### src/rtl/watchpoint_unit_pkg.sv
// watchpoint_unit_pkg: shared state encodings, mode constants and compare result type
package watchpoint_unit_pkg;
  typedef enum logic [1:0] {IDLE = 2'd0, ARMED = 2'd1, TRIGGERED = 2'd2, ACKED = 2'd3} wp_state_t;
  localparam logic [1:0] MODE_OFF = 2'b00;
  localparam logic [1:0] MODE_EQ  = 2'b01;
  localparam logic [1:0] MODE_IN  = 2'b10;
  localparam logic [1:0] MODE_OUT = 2'b11;
  typedef struct packed {logic lt; logic eq; logic gt;} cmp_t;
endpackage

### src/rtl/wp_range_match.sv
// wp_range_match: two magnitude-compare cascades (address vs lo, address vs hi) reduced to a mode-selected match
module wp_range_match
  import watchpoint_unit_pkg::*;
#(
  parameter int WIDTH = 16
) (
  input  logic [WIDTH-1:0] i_addr,
  input  logic [WIDTH-1:0] i_lo,
  input  logic [WIDTH-1:0] i_hi,
  input  logic [1:0]       i_mode,
  output logic             o_match
);
  cmp_t w_vs_lo, w_vs_hi;
  assign w_vs_lo = {i_addr < i_lo, i_addr == i_lo, i_addr > i_lo};
  assign w_vs_hi = {i_addr < i_hi, i_addr == i_hi, i_addr > i_hi};
  // Inverted bounds fall out naturally: inside is empty, outside covers everything
  always_comb
    o_match = i_mode == MODE_EQ  ? w_vs_lo.eq :
              i_mode == MODE_IN  ? (w_vs_lo.gt | w_vs_lo.eq) & (w_vs_hi.lt | w_vs_hi.eq) :
              i_mode == MODE_OUT ? w_vs_lo.lt | w_vs_hi.gt : 1'b0;
endmodule

### src/rtl/watchpoint_unit.sv
// watchpoint_unit: pipelined address watchpoint with hit counter and 4-phase halt handshake
module watchpoint_unit
  import watchpoint_unit_pkg::*;
#(
  parameter int WIDTH     = 16,
  parameter int CNT_WIDTH = 8
) (
  input  logic                 clk,
  input  logic                 nreset,
  input  logic [WIDTH-1:0]     data_in,
  input  logic                 ld_lo,
  input  logic                 ld_hi,
  input  logic                 ld_cnt,
  input  logic [1:0]           mode,
  input  logic                 arm,
  input  logic                 disarm,
  input  logic [WIDTH-1:0]     addr,
  input  logic                 addr_valid,
  output logic                 hit,
  output logic                 armed,
  output logic                 halt_req,
  input  logic                 halt_ack,
  output logic [CNT_WIDTH-1:0] hits_left
);
  logic [WIDTH-1:0]     r_lo, r_hi, r_addr_q;
  logic                 r_valid_q, r_hit;
  logic [CNT_WIDTH-1:0] r_cnt;
  wp_state_t            r_state, w_next;
  logic                 w_match, w_qual, w_trig;

  wp_range_match #(.WIDTH(WIDTH)) u_match (
    .i_addr (r_addr_q),
    .i_lo   (r_lo),
    .i_hi   (r_hi),
    .i_mode (mode),
    .o_match(w_match)
  );

  assign w_qual = r_valid_q & w_match & (r_state == ARMED);
  assign w_trig = w_qual & (r_cnt <= CNT_WIDTH'(1));

  // Stage 1 address capture and bound registers
  always_ff @(posedge clk or negedge nreset)
    if (!nreset) begin
      r_addr_q  <= '0;
      r_valid_q <= 1'b0;
      r_lo      <= '0;
      r_hi      <= '0;
    end else begin
      r_addr_q  <= addr;
      r_valid_q <= addr_valid;
      if (ld_lo) r_lo <= data_in;
      if (ld_hi) r_hi <= data_in;
    end

  // Stage 2 hit pulse and saturating down-counter; a load overrides a decrement
  always_ff @(posedge clk or negedge nreset)
    if (!nreset) begin
      r_hit <= 1'b0;
      r_cnt <= '0;
    end else begin
      r_hit <= w_qual;
      r_cnt <= ld_cnt ? data_in[CNT_WIDTH-1:0] : (w_qual && r_cnt > CNT_WIDTH'(1)) ? r_cnt - 1'b1 : r_cnt;
    end

  // State register
  always_ff @(posedge clk or negedge nreset)
    if (!nreset) r_state <= IDLE;
    else r_state <= w_next;

  // Next state: disarm aborts from anywhere, otherwise walk the halt handshake
  always_comb
    w_next = disarm                ? IDLE :
             r_state == IDLE       ? (arm ? ARMED : IDLE) :
             r_state == ARMED      ? (w_trig ? TRIGGERED : ARMED) :
             r_state == TRIGGERED  ? (halt_ack ? ACKED : TRIGGERED) :
                                     (halt_ack ? ACKED : IDLE);

  assign hit       = r_hit;
  assign armed     = r_state == ARMED;
  assign halt_req  = r_state == TRIGGERED;
  assign hits_left = r_cnt;
endmodule
### config.mk
export PLATFORM = sky130hd
export DESIGN_NAME = watchpoint_unit
export DESIGN_NICKNAME = d
export VERILOG_FILES = /design/src/rtl/watchpoint_unit_pkg.sv /design/src/rtl/wp_range_match.sv /design/src/rtl/watchpoint_unit.sv
export SDC_FILE = /design/constraint.sdc
export NUM_CORES = 1
export LEC_CHECK = 0
export CORE_UTILIZATION = 48
export CTS_CLUSTER_SIZE = 14
export DETAILED_ROUTE_END_ITERATION = 8
export MAX_ROUTING_LAYER = met4
export PLACE_DENSITY = 0.77
export SYNTH_ARGS = -nofsm -noshare
export SYNTH_HDL_FRONTEND = slang
export SYNTH_SLANG_ARGS = --single-unit
### constraint.sdc
create_clock -name clk -period 2.79 [get_ports clk]
set_input_delay 0.279 -clock clk [delete_from_list [all_inputs] [get_ports clk]]
set_output_delay 0.279 -clock clk [all_outputs]
set_load 0.01 [all_outputs]
# Word-level counts from Yosys, hierarchy flattened
# Index checks and enable logic that the tools add are counted.
[classes]
addsub = 1
order_cmp = 6
n_eq_ne = 7
mux = 13
bitwise_logic = 7
n_reduce_logical = 3
[op_table]
columns = ["operator", "count"]
rows = [
  ["$eq 16x16->1", 2],
  ["$gt 16x16->1", 2],
  ["$lt 16x16->1", 2],
  ["$mux 8", 2],
  ["$mux 2", 6],
  ["$gt 8x1->1 const B", 1],
  ["$le 8x1->1 const B", 1],
  ["$sub 8x1->8 const B", 1],
  ["$eq 2x2->1 const B", 3],
  ["$mux 1", 5],
  ["$and 1x1->1", 4],
  ["$eq 2x1->1 const B", 2],
  ["$or 1x1->1", 3],
  ["$logic_not 2->1", 1],
  ["$reduce_bool 2->1", 1],
  ["$logic_and 1x1->1", 1],
]
[totals]
regBits = 60
in_bits = 43
out_inout_bits = 11

# Longest topological paths before layout
# Gate-level depths: netlist of the first run.
[logic_depth]
ltp_word = 12
ltp_mapped = 10
mapped_depth_nobuf = 10

# Hierarchy
# Synthesis of the first run repeated with hierarchy kept, for this count alone.
[unflattened]
cells_unflattened = 270
hier_area_um2 = 3088.0
[by_module_without_submodules]
columns = ["mod", "instances", "cells_per_inst", "area_per_inst_um2"]
rows = [
  ["watchpoint_unit", 1, 153, 2257.2],
  ["wp_range_match", 1, 117, 830.8],
]

# Least setup slack after synthesis of the first run
# No wires, ideal clock.
[synth_timing]
path_kind = "register to register"
from = "reg r_addr_q[13]"
to = "reg r_cnt[3] (netlist: hits_left[3])"
setup_time_ns = 0.124
t_arrival_ns = 2.858
path_slack_ns = -0.192
path_stages_with_launch = 10
path_cell_list = "dfrtp_1 ha_1 nand4_2 nor3_1 or4b_1 or4_4 a221o_2 a21oi_2 a31oi_1 o31a_1"
[synth_via]
elab_chain_cells = 9
elab_cells_between_ends = 17
[synth_rtl]
columns = ["element", "line", "source"]
rows = [
  ["start: declaration", "watchpoint_unit.sv:25", "logic [WIDTH-1:0] r_lo, r_hi, r_addr_q;"],
  ["start signal: assignment", "watchpoint_unit.sv:50", "r_addr_q <= addr;"],
  ["$lt 16x16->1 (tied with other cells)", "wp_range_match.sv:14", "assign w_vs_lo = {i_addr < i_lo, i_addr == i_lo, i_addr > i_lo};"],
  ["$or 1x1->1 (on tied branches)", "wp_range_match.sv:20, wp_range_match.sv:19", ""],
  ["$mux 1 / $and 1x1->1 (equally long branches)", "wp_range_match.sv:20, wp_range_match.sv:19", ""],
  ["$mux 1", "wp_range_match.sv:19", "i_mode == MODE_IN ? (w_vs_lo.gt | w_vs_lo.eq) & (w_vs_hi.lt | w_vs_hi.eq) :"],
  ["$mux 1 (*)", "wp_range_match.sv:18", "o_match = i_mode == MODE_EQ ? w_vs_lo.eq :"],
  ["$and 1x1->1 (*) (2 in series)", "watchpoint_unit.sv:39", "assign w_qual = r_valid_q & w_match & (r_state == ARMED);"],
  ["$logic_and 1x1->1 (*)", "watchpoint_unit.sv:63", "r_cnt <= ld_cnt ? data_in[CNT_WIDTH-1:0] : (w_qual && r_cnt > CNT_WIDTH'(1)) ? r_cnt - 1'b1 : r_cnt;"],
  ["$reduce_bool 2->1 (no source line) (*)", "-", ""],
  ["end signal: assignment", "watchpoint_unit.sv:63", ""],
  ["end: declaration", "watchpoint_unit.sv:27", "logic [CNT_WIDTH-1:0] r_cnt;"],
]
# Mark *: on every way between the ends. The rest lies on a longest branch, timed or not.
# A chain may end at the register's enable or synchronous reset.

# Worst setup path in the final report of the first run
[layout_timing]
from = "reg r_hi[9]"
to = "reg r_cnt[6] (netlist: hits_left[6])"
[layout_via]
elab_chain_cells = 9
elab_cells_between_ends = 13
[layout_rtl]
columns = ["element", "line", "source"]
rows = [
  ["start: declaration", "watchpoint_unit.sv:25", ""],
  ["start signal: assignment", "watchpoint_unit.sv:53", "if (ld_hi) r_hi <= data_in;"],
  ["$gt 16x16->1 (tied with other cells)", "wp_range_match.sv:15", "assign w_vs_hi = {i_addr < i_hi, i_addr == i_hi, i_addr > i_hi};"],
  ["$or 1x1->1 (on tied branches)", "wp_range_match.sv:20, wp_range_match.sv:19", ""],
  ["$mux 1 / $and 1x1->1 (equally long branches)", "wp_range_match.sv:20, wp_range_match.sv:19", ""],
  ["$mux 1 (*)", "wp_range_match.sv:19", ""],
  ["$mux 1 (*)", "wp_range_match.sv:18", ""],
  ["$and 1x1->1 (*) (2 in series)", "watchpoint_unit.sv:39", ""],
  ["$logic_and 1x1->1 (*)", "watchpoint_unit.sv:63", ""],
  ["$reduce_bool 2->1 (no source line) (*)", "-", ""],
]
# Marks and branches as above.

==> results of run 1 <==
## per-stage QoR
step                      power, µW  TNS [ns]  util, %  std cells
after floorplan                1200    -0.507        -        310
after global placement         1380     -1.28     62.7        445
after detailed placement       1390     -2.00     62.7        445
after CTS                      2160     -1.26     68.5        468
after global routing           2270     -3.28     69.5        471
final                          2150     -2.15     69.5        471
## routing by layer
| metal | GRT usage (%) | share of wire [%] |
|---|---|---|
| met1 | 26.1 | 41 |
| met2 | 40.5 | 51 |
| met3 | 8.22 | 5.6 |
| met4 | 11.2 | 2.6 |
| met5 | - | 0 |
## worst max-delay path, delay by kind of cell, from the launching register on
kind                       cells  cell delay, ns
and+or+nand+nor                3            1.08
AOI/OAI and AO/OA              4            0.89
xor gates and xnor gates       1            0.14
buffers and inverters          2            0.24
DFF                            1            0.37
adders and majority gates      1            0.21
## cell usage after synthesis (all sizes together)
| cell type | number |
|---|---|
| a2111oi | 1 |
| a211oi | 3 |
| a21boi | 1 |
| a21o | 2 |
| a21oi | 18 |
| a221o | 1 |
| a31oi | 1 |
| and2 | 2 |
| and3 | 2 |
| and4 | 1 |
| clkbuf | 7 |
| dfrtp | 60 |
| ha | 34 |
| inv | 37 |
| mux2 | 2 |
| nand2 | 46 |
| nand2b | 2 |
| nand3 | 2 |
| nand4 | 8 |
| nor2 | 7 |
| nor2b | 4 |
| nor3 | 5 |
| nor4 | 3 |
| o211a | 1 |
| o211ai | 2 |
| o21a | 3 |
| o21ai | 39 |
| o22ai | 1 |
| o2bb2ai | 1 |
| o31a | 2 |
| or2 | 2 |
| or3 | 2 |
| or4 | 2 |
| or4b | 1 |
| xnor2 | 5 |
## cells by family (layout without fill, tap and decap cells)
| group | after synthesis | after routing |
|---|---|---|
| simple gates | 89 | 89 |
| compound gates | 76 | 76 |
| flops | 60 | 60 |
| buf+inv | 44 | 130 |
| fa+ha+maj | 34 | 34 |
| xor+xnor | 5 | 5 |
| mux | 2 | 2 |
## final cells by class
| cell class | count | area, µm² |
|---|---|---|
| inverters | 37 | 139 |
| flip-flops and latches | 60 | 1500 |
| repair buffers | 77 | 719 |
| fillers | 467 | 1840 |
| clock inverters | 1 | 5.00 |
| multi-input cells | 206 | 1550 |
| well taps | 75 | 93.8 |
| clock buffers | 15 | 176 |
## how the worst max path moves through the flow
stage | end | slack, ns | cells after the start | from
floorplan | hits_left[3] | -0.13 | 9 | r_addr_q[9]
global placement | hits_left[7] | -0.20 | 9 | r_addr_q[9]
detailed placement | hits_left[7] | -0.26 | 9 | r_addr_q[9]
CTS | hits_left[7] | -0.23 | 10 | r_hi[14]
global route | hits_left[6] | -0.38 | 11 | r_hi[9]
finish | hits_left[6] | -0.28 | 11 | r_hi[9]
## where the power goes
group	internal [µW]	switching, µW
Combinational	232	230
Clock	395	320
Sequential	937	37.4
Total	1560	587
## state kept, by name, indices dropped and copies added (netlist names)
signal / count
hit: 1
hits_left: 8
r_addr_q: 16
r_hi: 16
r_lo: 16
r_state: 2
r_valid_q: 1
## what timing repair did
action,CTS,global route
setup buffers,6,3
pin swaps,8,6
setup endpoints to repair,11,11
resized for setup,21,8
endpoints found under the hold margin,13,0
hold buffers,1,0
==> impl_results.md, run 1 <==
* Power Density at roughly 510 nW/µm²
* Req. time, crit path at around 3.0 ns
* GPL Wtd Cong at around 0.81
* Clock transition at path regs at ~0.060 ns
* Sequential area share after synthesis at approximately half
* Unrepaired setup endpoints after global routing: true
* Share of layout cells above drive strength 1 at between 10% and 20%
* Syn nets at roughly 390
* Worst-Margin Slew at between 0.7 and 0.8 ns
* Final Hold Fails at 0
* Crit path max-delay cell type: or4b_1
* Drt total wl at 6860 µm
* Area after DPL at around 3800 µm²
* Worst reg2reg endpoint: hits_left[6]
* Kind of end point of the critical path: flop
* Adder-Cell Fraction of Synth Area at between 10 and 15%
* Post-synth top area share at 49.1%
* Final setup viols at 11
* CP Cell Sequence: inv_2 > ha_4 > a21oi_4 > nor3_1 > or4b_1 > or4_4 > a221o_2 > buf_6 > a211oi_2 > xnor2_1 > o21ai_1
* Die height at around 82 µm
* XOR/XNOR share of the synthesized area at around 1.4%
* Sink Count at 60
* R2R Setup Slk at -0.28 ns
* Congestion Overflow GR at 0
* R2R depth at 11
* Die ar. at approximately 6700 µm²
* Minimum clock period at a little over 3 ns
* Avg Synthesized Cell Area at between 9 and 10 µm²
* # diodes at 0
* Synth unique cells at 40
* Initial Utilization at approximately half
* Residual DRC at 0
* Outcome: finished, violations left
* Longest Clk Path Bufs at 2
* Worst setup margin at -0.276 ns
* Post-synthesis mux area share at less than 1%
* Synthesized cell area at between 3000 and 4000 µm²
* Avg WL per Cell at approximately 15 µm
* Clk_skew at 0.00431 ns
* Leading cell type in the layout, fill and taps excluded: dfrtp_1
* Avg Vias per Cell at between 5 and 6
* Relative max-transition margin at between 50% and 60%
* CTS HTree Levels at 3
* CP Launch Type: flop
* Post-synthesis compound-gate area fraction at between 10% and 20%
* Routed via count at 2506
* Max-Cap Viols at 0
* Peak VDD IR at between 0.3 and 0.4 mV
* Max Slew Vio Count at 0
* HPWL after DPL at around 5000 µm
* Die width at approximately 80 µm
* LEAKAGE at 0.00187 µW
* Initial antenna violation count at 0
* # nets final at 468
* Worst skew pair latency at about 0.34 ns
* Critical Path AT at 3.27 ns
* CTS Buf Count at 9
* Setup CP Type: reg2reg
* Vias in the first global route at 2521
* Failing checks: negative setup slack
* Yosys warning total at 0
* CP max stage delay at around 0.5 ns
* Std cell rows at 28
* Crit Path Max Fanout at 5
* DRT Pass-1 Iters at 4
* Hold Crit Class: in2async
* Final instance area at 4190 µm²
* Main combinational cell family by area after synthesis: compound AO/OA/AOI/OAI gates
* Post-placement setup slack at -0.264 ns
* Post-Synth Simple-Gate Area at about 14%
* Post-synthesis cell count at between 300 and 400
* CTS tree: done
* Fmax at ~330 MHz
* Top post-synthesis cells by area: dfrtp_1 49%, ha_1 14%, o21ai_0 5.9%
* First-pass GRT wire length at between 10000 and 15000 µm
* Gr usage total at 24.4%
* Layout area overhead at 37.0%
* Commonest cells after routing, fill and taps aside: 60 x dfrtp_1, 52 x clkdlybuf4s50_1, 45 x nand2_1
* Maximum number of pins on one net before global-route repair at 27
* Io pins at 54
* Starting DRT DRC Count at between 100 and 150
* Root buf cell: clkbuf_8
* WHS at between 0.3 and 0.4 ns
* Final period utilization at 110%
* Reg-to-reg critical path startpoint: r_hi[9]
* Synthesized flop and latch total at 60
* Port Buffer Count at between 50 and 60
* Cell accounting for the most synthesized area: dfrtp_1
* Core Box Area at approximately 6000 µm²
* DRT antenna net count at 0
No activity file was read; power rests on OpenSTA's default activity.
==> run 2, diff against run 1 <==
--- a/config.mk
+++ b/config.mk
@@ -5,6 +5,7 @@
 export SDC_FILE = /design/constraint.sdc
 export NUM_CORES = 1
 export LEC_CHECK = 0
+export CORE_MARGIN = 4
 export CORE_UTILIZATION = 48
 export CTS_CLUSTER_SIZE = 14
 export DETAILED_ROUTE_END_ITERATION = 8
==> run 2 against run 1 <==
  * The flow still finishes with violations (negative setup slack)
  * Global-route usage is 4.2 points lower
  * Fmax is 2.1% higher
  * Die area is 15% higher
  * Critical path depth stayed put
  * Utilization is 0.28 points lower
  * Sequential share of layout area is 0.064 points lower
  * Via count is 0.76% lower
  * Sequential cell count stayed put
  * First-iteration DRC count is 16% lower
  * Total power is 1.9% higher
  * Clock power is 5.7% higher
  * Sequential power hardly changed
  * Highest routed layer unchanged
==> impl_results.md, run 2 (synthesized netlist as in run 1, its figures left out) <==
* CP Cell Sequence: inv_2 > ha_4 > a21oi_2 > nor3_2 > or4b_1 > or4_4 > a221o_2 > buf_6 > a211oi_4 > xnor2_1 > o21ai_1
* Crit Path Max Fanout at 5 (unchanged)
* Unrepaired setup endpoints after global routing: true
* # nets final at 463 (-1.1%)
* Internal power at 1590 µW (+1.9%)
* GPL Wtd Cong at 0.814 (+0.12%)
* Maximum number of pins on one net before global-route repair at 34 (+26%)
* Vias in the first global route at 2624 (+4.1%)
* First-pass GRT wire length at 11600 µm (+0.54%)
* HPWL after DPL at 5100 µm (+2.0%)
* Starting DRT DRC Count at 124 (-16%)
* Io pins at 54 (unchanged)
* Routed via count at 2487 (-0.76%)
* Final Hold Fails at 0 (unchanged)
* Critical Path AT at 3.21 ns (-0.06 ns)
* Avg WL per Cell at 14.7 µm (+1.2%)
* Hold Crit Class: in2async
* Power, Total at 2190 µW (+1.9%)
* WL met2 at 3490 µm (-0.20%)
* Comb pwr share at 21.0% (-0.4 points)
* Worst-Margin Slew at 0.834 ns (+0.0983 ns)
* Sw frac at 27.3% (about the same)
* Post-layout util at 69.2% (-0.28 points)
* Sw Pwr at 598 µW (+1.8%)
* Fmax at 333 MHz (+2.1%)
* Std cell rows at 28 (unchanged)
* Clock transition at path regs at 0.07 ns (about the same)
* CP Launch Type: flop
* Crit path max-delay cell type: or4b_1
* Failing checks: negative setup slack
* Die ar. at 7710 µm² (+15%)
* Residual DRC at 0 (unchanged)
* DRT Pass-1 Iters at 4 (unchanged)
* CTS Buf Count at 9 (unchanged)
* Layout area overhead at 37.3%
* Kind of end point of the critical path: flop
* CP max stage delay at 0.52 ns (about the same)
* Share of layout cells above drive strength 1 at 18.2% (+0.53 points)
* Avg Vias per Cell at 5.35 (+0.52%)
* Req. time, crit path at 3.00 ns (about the same)
* Clk network pwr share at 34.5% (+1.3 points)
* Relative max-transition margin at 43.9% (-6.6 points)
* Final period utilization at 108% (-2.3 points)
* Leading cell type in the layout, fill and taps excluded: dfrtp_1
* Clk_skew at 0.00976 ns (+0.00545 ns)
* Setup CP Type: reg2reg
* # diodes at 0 (unchanged)
* Commonest cells after routing, fill and taps aside: 60 x dfrtp_1, 52 x clkdlybuf4s50_1, 45 x nand2_1
* WL met3 at 365 µm (-4.2%)
* Worst skew pair latency at 0.34 ns (about the same)
* Initial Utilization at 50.4% (-0.29 points)
* Longest Clk Path Bufs at 2 (unchanged)
* Peak VDD IR at 0.379 mV (+1.7%)
* Hold buffers post-CTS at 0 (-1)
* Max Slew Vio Count at 0 (unchanged)
* DRT antenna net count at 0 (unchanged)
* CTS HTree Levels at 3 (unchanged)
* CTS tree: done
* Die width at 87.8 µm (+7.3%)
* Gr usage total at 20.2% (-4.2 points)
* Minimum clock period at 3.00 ns (-0.0637 ns)
* LEAKAGE at 0.00186 µW (-0.67%)
* Congestion Overflow GR at 0 (unchanged)
* Port Buffer Count at 53 (unchanged)
* Root buf cell: clkbuf_8
* Die height at 87.8 µm (+7.3%)
* Sequential Power Share at 44.5% (-0.8 points)
* Max-Cap Viols at 0 (unchanged)
* Core Box Area at 6060 µm² (+0.58%)
* Met1 wire length at 2800 µm (about the same)
* Drt total wl at 6850 µm (about the same)
* Top sig layer: met4
* Sink Count at 60 (unchanged)
* Outcome: finished, violations left
* Worst setup margin at -0.213 ns (+0.0637 ns)
* Initial antenna violation count at 0 (unchanged)
* Final setup viols at 10 (-1)
* Top Registers: r_addr_q (16), r_hi (16), r_lo (16)
* Power Density at 522 nW/µm² (+1.7%)
==> run 2: through the flow <==
| step | instances | hold WS, ns | setup slack [ns] | instance area, µm² | setup TNS [ns] |
|---|---|---|---|---|---|
| 2_1_floorplan | 310 | -0.0166 | -0.130 | 3080 | -0.507 |
| 5_1_grt | 465 | 0.0531 | -0.297 | 4190 | -2.15 |
| 3_3_place_gp | 444 | 0.390 | -0.198 | 3780 | -1.26 |
| 4_1_cts | 463 | 0.0149 | -0.217 | 4070 | -1.28 |
| 6_report | 465 | 0.00789 | -0.213 | 4190 | -0.968 |
| 3_5_place_dp | 444 | 0.389 | -0.278 | 3780 | -2.21 |
==> run 2: layer usage <==
metal | vias to the layer above | GRT usage (%)
met5 | - | -
met4 | 0 | 9.21
met3 | 18 | 5.27
met2 | 75 | 34.2
met1 | 1177 | 22.1
li1 | 1217 | -
==> run 2: area by class of cell <==
cell class                 count  area [µm²]
clock buffer                  10         138
clock inverter                 5        52.6
fill                         466        1870
inverter                      37         139
multi-input combinational    206        1570
sequential                    60        1500
tap                           75        93.8
timing repair buffer          72         696
==> run 2: critical path, delay by kind of cell, from the launching register on <==
kind	cells	cell delay [ns]
AND/OR/NAND/NOR	3	1.00
AO/OA/AOI/OAI	4	0.90
flip-flops	1	0.37
buffers and inverters	2	0.24
adder cells (fa/ha/maj)	1	0.20
XOR/XNOR	1	0.16
==> run 2: what timing repair did <==
action	4_1_cts	5_1_grt
cloned	0	0
pin swaps	10	12
setup buffers	4	3
gates resized for setup	14	20
setup endpoints to repair	11	11
==> run 2: final timing paths <==
check / start / to / slack, ns / cells past startpoint
setup reg to reg: r_hi[9] / hits_left[5] / -0.21 / 11
max in group asynchronous: nreset / r_hi[11] / 2.17 / 2
hold reg to reg: r_lo[6] / r_lo[6] / 0.54 / 2
hold / removal: nreset / hits_left[1] / 0.008 / 1
min in group clk: addr[10] / r_addr_q[10] / 0.37 / 1
setup / recovery: r_hi[9] / hits_left[5] / -0.21 / 11
==> run 2: power groups by stage <==
| stage | Combinational (µW) | Clock (µW) | Sequential [µW] |
|---|---|---|---|
| 2_1_floorplan | 213 | 0 | 984 |
| 3_3_place_gp | 393 | 0 | 984 |
| 3_5_place_dp | 407 | 0 | 988 |
| 4_1_cts | 429 | 779 | 974 |
| 5_1_grt | 519 | 825 | 981 |
| 6_report | 460 | 756 | 975 |
==> variant, RTL diff (settings of run 2) <==
The 4 states of `wp_state_t` get a one-hot encoding in 4 bits.
--- a/src/rtl/watchpoint_unit_pkg.sv
+++ b/src/rtl/watchpoint_unit_pkg.sv
@@ -1,6 +1,6 @@
 // watchpoint_unit_pkg: shared state encodings, mode constants and compare result type
 package watchpoint_unit_pkg;
-  typedef enum logic [1:0] {IDLE = 2'd0, ARMED = 2'd1, TRIGGERED = 2'd2, ACKED = 2'd3} wp_state_t;
+  typedef enum logic [3:0] {IDLE = 4'b0001, ARMED = 4'b0010, TRIGGERED = 4'b0100, ACKED = 4'b1000} wp_state_t;
   localparam logic [1:0] MODE_OFF = 2'b00;
   localparam logic [1:0] MODE_EQ  = 2'b01;
   localparam logic [1:0] MODE_IN  = 2'b10;
Function: same outputs for any inputs over 10 cycles, from zero or initial values and one cycle with nreset low; not proved beyond that.
==> variant against run 2 <==
The flow finishes with violations (hold timing); sequential cell count grew 2; setup slack gained 0.43 ns; sequential power grew 5%; final area grew 0.12%; routed wire length grew 6.2%; synthesized area grew 9.6%; clock skew shrank 0.0017 ns; critical endpoint is now hits_left[0]; total power grew 1.1%; largest cell class unchanged.
==> variant: results <==
metrics = {
    "run_status": {
        "status": "finished, violations left",
        "failed_checks": "hold timing",
    },
    "timing": {
        "finalHoldWorstSlack_ns": -0.0115,
        "hold_viol": 4,
        "fin_skew_ns": 0.00801,
        "worstMarginPinSlew_ns": 0.728,
    },
    "final_layout": {
        "layout-drive-gt1-share": 0.0938,
        "stdcell_count": 501,
        "nets": 477,
    },
    "pwr": {
        "power.internal_mw": 1.59,
        "power.leakage_nw": 1.88,
        "irDropWorstVdd_mv": 0.357,
    },
    "place": {
        "hpwlAfterDp_um": 5550,
        "io_buffers": 53,
        "routabilityCongestion": 0.875,
        "placedCellCount": 485,
    },
    "global_routing": {
        "grt_pass1_vias": 2631,
        "grt_usage": 0.185,
        "grt_pass1_wl_um": 12100,
        "antenna_found_initial": 0,
        "grt_max_degree": 33,
    },
    "routing": {
        "drtIter0Drc": 256,
        "drt-met1-wl_um": 3210,
        "wl_met3_um": 320,
        "dr.pass1.iters": 5,
        "via_per_inst": 5.27,
        "wirelength_um": 7280,
        "route.met2.wl_um": 3620,
    },
    "logic_synthesis": {
        "synthXorXnorAreaFrac": 0.00523,
        "synth_fp_nets": 418,
        "synth_area_leaders": "dfrtp_1 (46%), ha_1 (13%), o21ai_0 (6.4%)",
        "yosys.area_share.adder": 0.127,
        "synth.distinct_cells": 54,
        "synth_compound_area_frac": 0.177,
        "syn_area_per_cell_um2": 9.82,
        "ys_seq_area_frac": 0.464,
        "synthMuxAreaShare": 0.00672,
        "yosys-top-cells-count": "dfrtp_1 (61), o21ai_0 (43), nand2_1 (41)",
    },
    "setup_path": {
        "cpMaxStageDelayCell": "or3_4",
        "worstPathArrival_ns": 2.83,
        "crit_fanout": 8,
        "cp_top_family": "compound AO/OA/AOI/OAI gates",
        "r2r_slack_ns": 0.22,
        "max_stage_delay_ns": 0.43,
    },
    "clock_network": {
        "clockBufferDepth": 2,
        "cts_buffers": 9,
    },
}
variant: cell types whose count changed after synthesis, sizes merged, moves of 4 or more:
cell and delta:
nand3 +8, xnor2 -5, nand2 -4, o21ai +5
variant: cell families (layout without fill, tap and decap cells):
family	Yosys count	in the layout
muxes	2	2
xor gates and xnor gates	2	2
DFF	62	62
AOI/OAI and AO/OA	93	93
adders and majority gates	34	34
and+or+nand+nor	99	99
buffers and inverters	49	113
variant: path summary, 6_finish.rpt:
kind / from / to / cells past startpoint
min: nreset / hits_left[6] / 1
max: r_addr_q[13] / hits_left[0] / 8
max reg2reg: r_addr_q[13] / hits_left[0] / 8
min reg2reg: r_valid_q / r_state[1] / 1
max in group asynchronous: nreset / r_state[0] / 2
min in group clk: addr[14] / r_addr_q[14] / 1
variant: stage by stage:
| stage | util | hold slack, ns | setup WS, ns | area [um2] |
|---|---|---|---|---|
| 2_1_floorplan | - | -0.0166 | 0.428 | 3350 |
| 3_3_place_gp | 0.589 | 0.379 | 0.277 | 4000 |
| 3_5_place_dp | 0.589 | 0.374 | 0.125 | 4000 |
| 4_1_cts | 0.617 | 0.00790 | 0.106 | 4190 |
| 5_1_grt | 0.618 | 0.0430 | 0.0271 | 4200 |
| 6_report | 0.618 | -0.0115 | 0.222 | 4200 |
variant: metal layers:
| metal | track usage | up-vias |
|---|---|---|
| li1 | - | 1321 |
| met5 | - | - |
| met1 | 0.224 | 1233 |
| met4 | 0.0515 | 0 |
| met2 | 0.306 | 71 |
| met3 | 0.0489 | 14 |
variant: layout make-up:
class                   instances  area (um2)
repair buffers                 57         568
multi-input cells             230        1620
inverters                      40         150
flip-flops and latches         62        1550
clock inverters                 6        62.6
well taps                      96         120
fillers                       558        2590
clock buffers                  10         128
variant: power by group through the flow:
| stage | Clock [mW] | Sequential, mW | Combinational, mW |
|---|---|---|---|
| final | 0.762 | 1.02 | 0.433 |
| after global routing | 0.816 | 1.03 | 0.489 |
| after CTS | 0.775 | 1.02 | 0.435 |
| after detailed placement | 0 | 1.04 | 0.431 |
| after global placement | 0 | 1.03 | 0.420 |
| after floorplan | 0 | 1.03 | 0.244 |
variant: what timing repair did:
action | in CTS | in global routing
setup buffers | 0 | 0
gates resized for setup | 0 | 1
endpoints found under the setup margin | 0 | 7
